`config.mk`:
```
export PLATFORM = sky130hd
export DESIGN_NAME = uart_tx_arbiter
export DESIGN_NICKNAME = d
export VERILOG_FILES = /design/src/rtl/uart_arb_pkg.sv /design/src/rtl/uart_arb_lock_timer.sv /design/src/rtl/uart_tx_arbiter.sv
export SDC_FILE = /design/constraint.sdc
export NUM_CORES = 1
export LEC_CHECK = 0
export ABC_AREA = 1
export CORE_MARGIN = 2
export CORE_UTILIZATION = 30
export CTS_BUF_LIST = sky130_fd_sc_hd__clkbuf_8 sky130_fd_sc_hd__clkbuf_16
export CTS_CLUSTER_SIZE = 24
export DETAILED_ROUTE_END_ITERATION = 7
export PLACE_DENSITY = 0.58
export SLEW_MARGIN = 40
export SYNTH_ARGS = -nofsm -noshare
export SYNTH_HDL_FRONTEND = slang
export SYNTH_SLANG_ARGS = --single-unit
```
`constraint.sdc`:
```
create_clock -name clk -period 3.4 [get_ports clk]
set_input_delay 1.02 -clock clk [delete_from_list [all_inputs] [get_ports clk]]
set_output_delay 1.02 -clock clk [all_outputs]
set_load 0.02 [all_outputs]
```
`src/rtl/uart_arb_pkg.sv`:
```
// Shared types and constants for the two-port UART transmit arbiter.
// Imported by the arbiter top and its lock timer.
package uart_arb_pkg;

    // Encoding chosen so the owning states equal their one-hot grant value.
    typedef enum logic [1:0] {
        IDLE  = 2'b00,
        OWN_A = 2'b01,
        OWN_B = 2'b10
    } arb_state_e;

    localparam int unsigned PORT_A = 0;
    localparam int unsigned PORT_B = 1;

    localparam int unsigned DEFAULT_LOCK_TIMEOUT = 1000;

    function automatic logic [1:0] state_to_grant(input arb_state_e s);
        case (s)
            OWN_A:   return 2'b01;
            OWN_B:   return 2'b10;
            default: return 2'b00;
        endcase
    endfunction

endpackage

```
`src/rtl/uart_arb_lock_timer.sv`:
```
// Saturating idle-cycle counter for a held lock; flags expiry in the cycle
// that brings the idle count up to TIMEOUT.
module uart_arb_lock_timer #(
    parameter int unsigned TIMEOUT = 1000
) (
    input  logic clk,
    input  logic resetn,
    input  logic i_en,
    input  logic i_clr,
    output logic o_expired
);

    localparam int unsigned W = $clog2(TIMEOUT + 1);
    localparam logic [W-1:0] LAST = W'(TIMEOUT - 1);

    logic [W-1:0] r_cnt;

    always_ff @(posedge clk) begin
        if (!resetn || i_clr) begin
            r_cnt <= '0;
        end else if (i_en && (r_cnt != LAST)) begin
            r_cnt <= r_cnt + 1'b1;
        end
    end

    // r_cnt holds the idle cycles already elapsed, so the current one makes TIMEOUT.
    assign o_expired = i_en && (r_cnt == LAST);

endmodule

```
`src/rtl/uart_tx_arbiter.sv`:
```
// Arbitrates two byte-send ports onto one UART data write interface,
// with alternating priority and an optional per-port lock with idle timeout.
module uart_tx_arbiter
    import uart_arb_pkg::*;
#(
    parameter int unsigned LOCK_TIMEOUT = DEFAULT_LOCK_TIMEOUT
) (
    input  logic        clk,
    input  logic        resetn,
    input  logic        a_we,
    input  logic [7:0]  a_di,
    input  logic        a_lock,
    output logic        a_ack,
    input  logic        b_we,
    input  logic [7:0]  b_di,
    input  logic        b_lock,
    output logic        b_ack,
    output logic        uart_dat_we,
    output logic [31:0] uart_dat_di,
    input  logic        uart_dat_wait,
    output logic [1:0]  grant
);

    arb_state_e r_state, w_state_nxt;
    logic       r_ptr, w_ptr_nxt;
    logic       w_own_we, w_own_lock, w_accept;
    logic [7:0] w_own_di;
    logic       w_tmr_en, w_tmr_clr, w_expired;

    always_comb begin
        w_own_we   = 1'b0;
        w_own_lock = 1'b0;
        w_own_di   = 8'h00;
        if (r_state == OWN_A) begin
            w_own_we   = a_we;
            w_own_lock = a_lock;
            w_own_di   = a_di;
        end else if (r_state == OWN_B) begin
            w_own_we   = b_we;
            w_own_lock = b_lock;
            w_own_di   = b_di;
        end
        w_accept = w_own_we && !uart_dat_wait;
    end

    always_comb begin
        w_state_nxt = r_state;
        w_ptr_nxt   = r_ptr;
        unique case (r_state)
            IDLE: begin
                if (a_we && (!b_we || r_ptr == 1'(PORT_A))) begin
                    w_state_nxt = OWN_A;
                end else if (b_we) begin
                    w_state_nxt = OWN_B;
                end
            end
            OWN_A, OWN_B: begin
                if ((!w_own_lock && (w_accept || !w_own_we)) || w_expired) begin
                    w_state_nxt = IDLE;
                    w_ptr_nxt   = (r_state == OWN_A) ? 1'(PORT_B) : 1'(PORT_A);
                end
            end
            default: w_state_nxt = IDLE;
        endcase
    end

    always_ff @(posedge clk) begin
        if (!resetn) begin
            r_state <= IDLE;
            r_ptr   <= 1'(PORT_A);
        end else begin
            r_state <= w_state_nxt;
            r_ptr   <= w_ptr_nxt;
        end
    end

    assign w_tmr_en  = (r_state != IDLE) && !w_own_we;
    assign w_tmr_clr = !w_tmr_en || (w_state_nxt != r_state);

    uart_arb_lock_timer #(
        .TIMEOUT (LOCK_TIMEOUT)
    ) u_lock_timer (
        .clk       (clk),
        .resetn    (resetn),
        .i_en      (w_tmr_en),
        .i_clr     (w_tmr_clr),
        .o_expired (w_expired)
    );

    // Outputs are qualified by resetn so nothing is granted or acked while reset is held.
    always_comb begin
        grant       = resetn ? state_to_grant(r_state) : 2'b00;
        uart_dat_we = resetn && w_own_we;
        uart_dat_di = (resetn && r_state != IDLE) ? {24'h000000, w_own_di} : 32'h0;
        a_ack       = resetn && (r_state == OWN_A) && a_we && !uart_dat_wait;
        b_ack       = resetn && (r_state == OWN_B) && b_we && !uart_dat_wait;
    end

endmodule

```
==> metrics.md <==
| Metric | Value |
|---|---|
| Num rows | 23 |
| Total wire length | 2750 um |
| Reg-to-reg critical path startpoint | r_state[1] |
| Number of remaining DRC errors | 0 |
| Antenna violations before repair | 0 |
| Core Area | 4090 um^2 |
| Classification of the worst-slack hold path | reg2reg |
| Cell family with the largest share of critical-path delay | buffers and inverters |
| IO buf count | 35 |
| Post-synthesis instance area | 1290 um^2 |
| Worst hold path startpoint | r_ptr |
| Series of cell instances along the critical path | clkdlybuf4s50_1, inv_1, buf_4, nor3_1, dlygate4sd2_1 |
| Proportion of synthesized chip area in sequential cells | 20.1% |
| Worst Path Buf+Inv | 4 |
| TritonCTS clock tree | yes |
| Cell count after placement | 268 |
| Post-synthesis instance total | 178 |
| Maximum fanout along the worst path | 4 |
| Vias per cell | 4.18 |
| Final Non-Filler Cells | 272 |
| Fmax | 304 MHz |
| Total of flip-flops plus latches after synthesis | 13 |
| Synth unique cells | 34 |
| Die Height | 69.6 um |
| Wire length of the first global-routing pass | 4560 um |
| Count of inserted antenna diode cells | 0 |
| Tmin final | 3290 ps |
| Cells on worst reg2reg path | 16 |
| Status | finished, final reports clean |
| Number of cells on the worst hold path | 2 |
| Overflow after GRT | 0 |
| Number of sinks driven by the clock tree | 13 |
| Worst setup slack for register-to-register paths | 1130 ps |
| Max-slew violation total from the final report | 0 |
| # IOs | 60 |
| Type of the worst setup path | in2out |
| Kind of end point of the critical path | primary output |
| Area of combinational cells with multiple inputs | 852 um^2 |
| Maxcap violations | 0 |
| Mean cell area of the mapped netlist | 7.26 um^2 |
| Count of yosys warnings during synthesis | 0 |
| Sort of element at the start of the critical path | input pin |
| Post-synthesis to final-layout area growth | 28.4% |
| Arrival time reported for the critical path endpoint | 2270 ps |
| Die X | 69.6 um |
| Cell area power density | 278 nW/um^2 |
| Filler cell count in the final layout | 441 |
| Worst path required time | 2380 ps |
| Critical path's largest stage delay | 490 ps |
| Critical-path top delay cell | clkdlybuf4s50_1 |
| Max VDD drop | 0.199 mV |
| H-Tree Depth | 1 |
| Setup TNS after final layout | 0 ps |
| Lkg Pwr | 0.738 nW |
| TritonRoute pass-1 iters | 2 |
| Number of global-route vias before repair | 1033 |
| Worst flop-to-flop path endpoint | u_lock_timer.r_cnt[8] |
| Insertion delay to the later sink of the worst-skew pair | 240 ps |
| Root buf cell | clkbuf_8 |
| Effective utilization at floorplan | 31.6% |
| 1st-iter DRT viols | 23 |
| Clock Path Buffers | 2 |
| Detail-routed net length per standard cell | 10.1 um |
| Endpoint with the worst hold slack | r_ptr |
| Final number of setup-violating endpoints | 0 |
| Vias | 1138 |
| Setup clock skew after layout | 4.55 ps |
| Hold violation count in the final report | 0 |
| Setup repair after global routing missed its margin | false |
| Layout cells sized above 1 | 23.9% |
| Period Utilization, post-route | 96.8% |
| Routability Congestion | 0.797 |
| Total Die Area | 4850 um^2 |
| Highest-count cells in the layout ignoring fill and taps | nand2_1 (39), conb_1 (24), clkdlybuf4s50_1 (22), inv_1 (16), dfxtp_1 (13) |
| Total half-perimeter wirelength after legalization and detailed placement | 2130 um |
| Clock transition time at the flip-flop clock pins of the worst setup and hold paths | 50 ps |
| Pin count of the biggest net entering global routing | 13 |
| Total global routing track utilization | 11.1% |
| Number of clock buffers inserted by TritonCTS | 3 |
| Most frequent standard cell in the layout excluding fill and tap cells | nand2_1 |
| Total number of nets in the final design | 251 |
| Post-detailed-route count of antenna-violating nets | 0 |
| Area taken by flip-flops and latches | 260 um^2 |
==> how the worst max path moves through the flow <==
stage | depth (start not counted) | startpoint | endpoint
2_1_floorplan | 4 | resetn | uart_dat_di[0]
3_3_place_gp | 5 | resetn | uart_dat_di[7]
3_5_place_dp | 5 | resetn | uart_dat_di[3]
5_1_grt | 5 | resetn | a_ack
4_1_cts | 5 | resetn | uart_dat_di[2]
6_report | 5 | resetn | a_ack
==> registers in the layout, summed over array words and instances (netlist names) <==
| signal | count |
|---|---|
| r_state | 2 |
| u_lock_timer.r_cnt | 10 |
| r_ptr | 1 |
==> repair_timing <==
| action | CTS | global route |
|---|---|---|
| gates resized for setup | 17 | 12 |
| hold buffers | 0 | 0 |
| endpoints found under the setup margin | 12 | 9 |
| buffers inserted | 0 | 0 |
==> final cells by class <==
cell class              instances  area share, %
clock buffers                   3           2.49
clock inverters                 1          0.226
inverters                      19           4.30
multi-input cells             143           51.4
flip-flops and latches         13           15.7
well taps                      50           3.77
repair buffers                 43           22.2
==> per-stage QoR <==
step           hold slack [ps]  utilization (%)  setup slack, ps  instance area (um^2)  total power, W
6_report                   554             40.6              107                  1660        0.000462
5_1_grt                    583             40.6             64.4                  1660        0.000490
4_1_cts                    555             41.4             2.99                  1690        0.000468
3_5_place_dp               547             40.5             -286                  1660        0.000336
2_1_floorplan              504                -              522                  1380        0.000299
3_3_place_gp               533             40.5             -246                  1660        0.000335
==> cells by family (layout without fill, tap and decap cells) <==
kind of cell	after synthesis	in the layout	synth area share, %
flops	13	13	20.1
buf+inv	45	66	20.6
compound gates	18	18	9.58
xor+xnor	9	9	6.10
mux	2	2	1.55
other cells	1	24	0.290
simple gates	85	85	36.9
fa+ha+maj	5	5	4.84
==> worst min-delay path, cell delays in order (launching register included) <==
cell and delay [ps]:
dfxtp_1 310, o21ai_0 160, a21oi_1 40
==> cells in the mapped netlist (all sizes together) <==
| cell | count | area [um^2] |
|---|---|---|
| nand2 | 48 | 218 |
| mux2i | 2 | 20.0 |
| xnor2 | 2 | 17.5 |
| a21boi | 2 | 18.8 |
| ha | 5 | 62.6 |
| nor2 | 20 | 136 |
| inv | 17 | 63.8 |
| conb | 1 | 3.75 |
| nand4 | 2 | 12.5 |
| a21oi | 11 | 66.3 |
| or2 | 1 | 6.26 |
| o211ai | 1 | 7.51 |
| xor2 | 7 | 61.3 |
| clkinv | 2 | 7.51 |
| nor4 | 1 | 6.26 |
| clkbuf | 1 | 3.75 |
| nand3 | 8 | 67.6 |
| buf | 25 | 191 |
| o21ai | 4 | 31.3 |
| nor3 | 3 | 15.0 |
| dfxtp | 13 | 260 |
| nand3b | 2 | 15.0 |
==> report_power, final <==
| part | internal [W] | switching, W | total (W) |
|---|---|---|---|
| Combinational | 0.0000629 | 0.000103 | 0.000166 |
| Clock | 0.0000796 | 0.0000531 | 0.000133 |
| Sequential | 0.000157 | 0.00000580 | 0.000163 |
| Total | 0.000300 | 0.000162 | 0.000462 |
==> per-layer routing <==
metal | wire length [um] | track usage [%] | vias up
li1 | - | - | 596
met1 | 1290 | 15.1 | 489
met2 | 1190 | 17.9 | 48
met3 | 233 | 2.18 | 5
met4 | 33 | 3.21 | 0
met5 | 0 | 0 | -
Power figures use the tool's default switching activity.
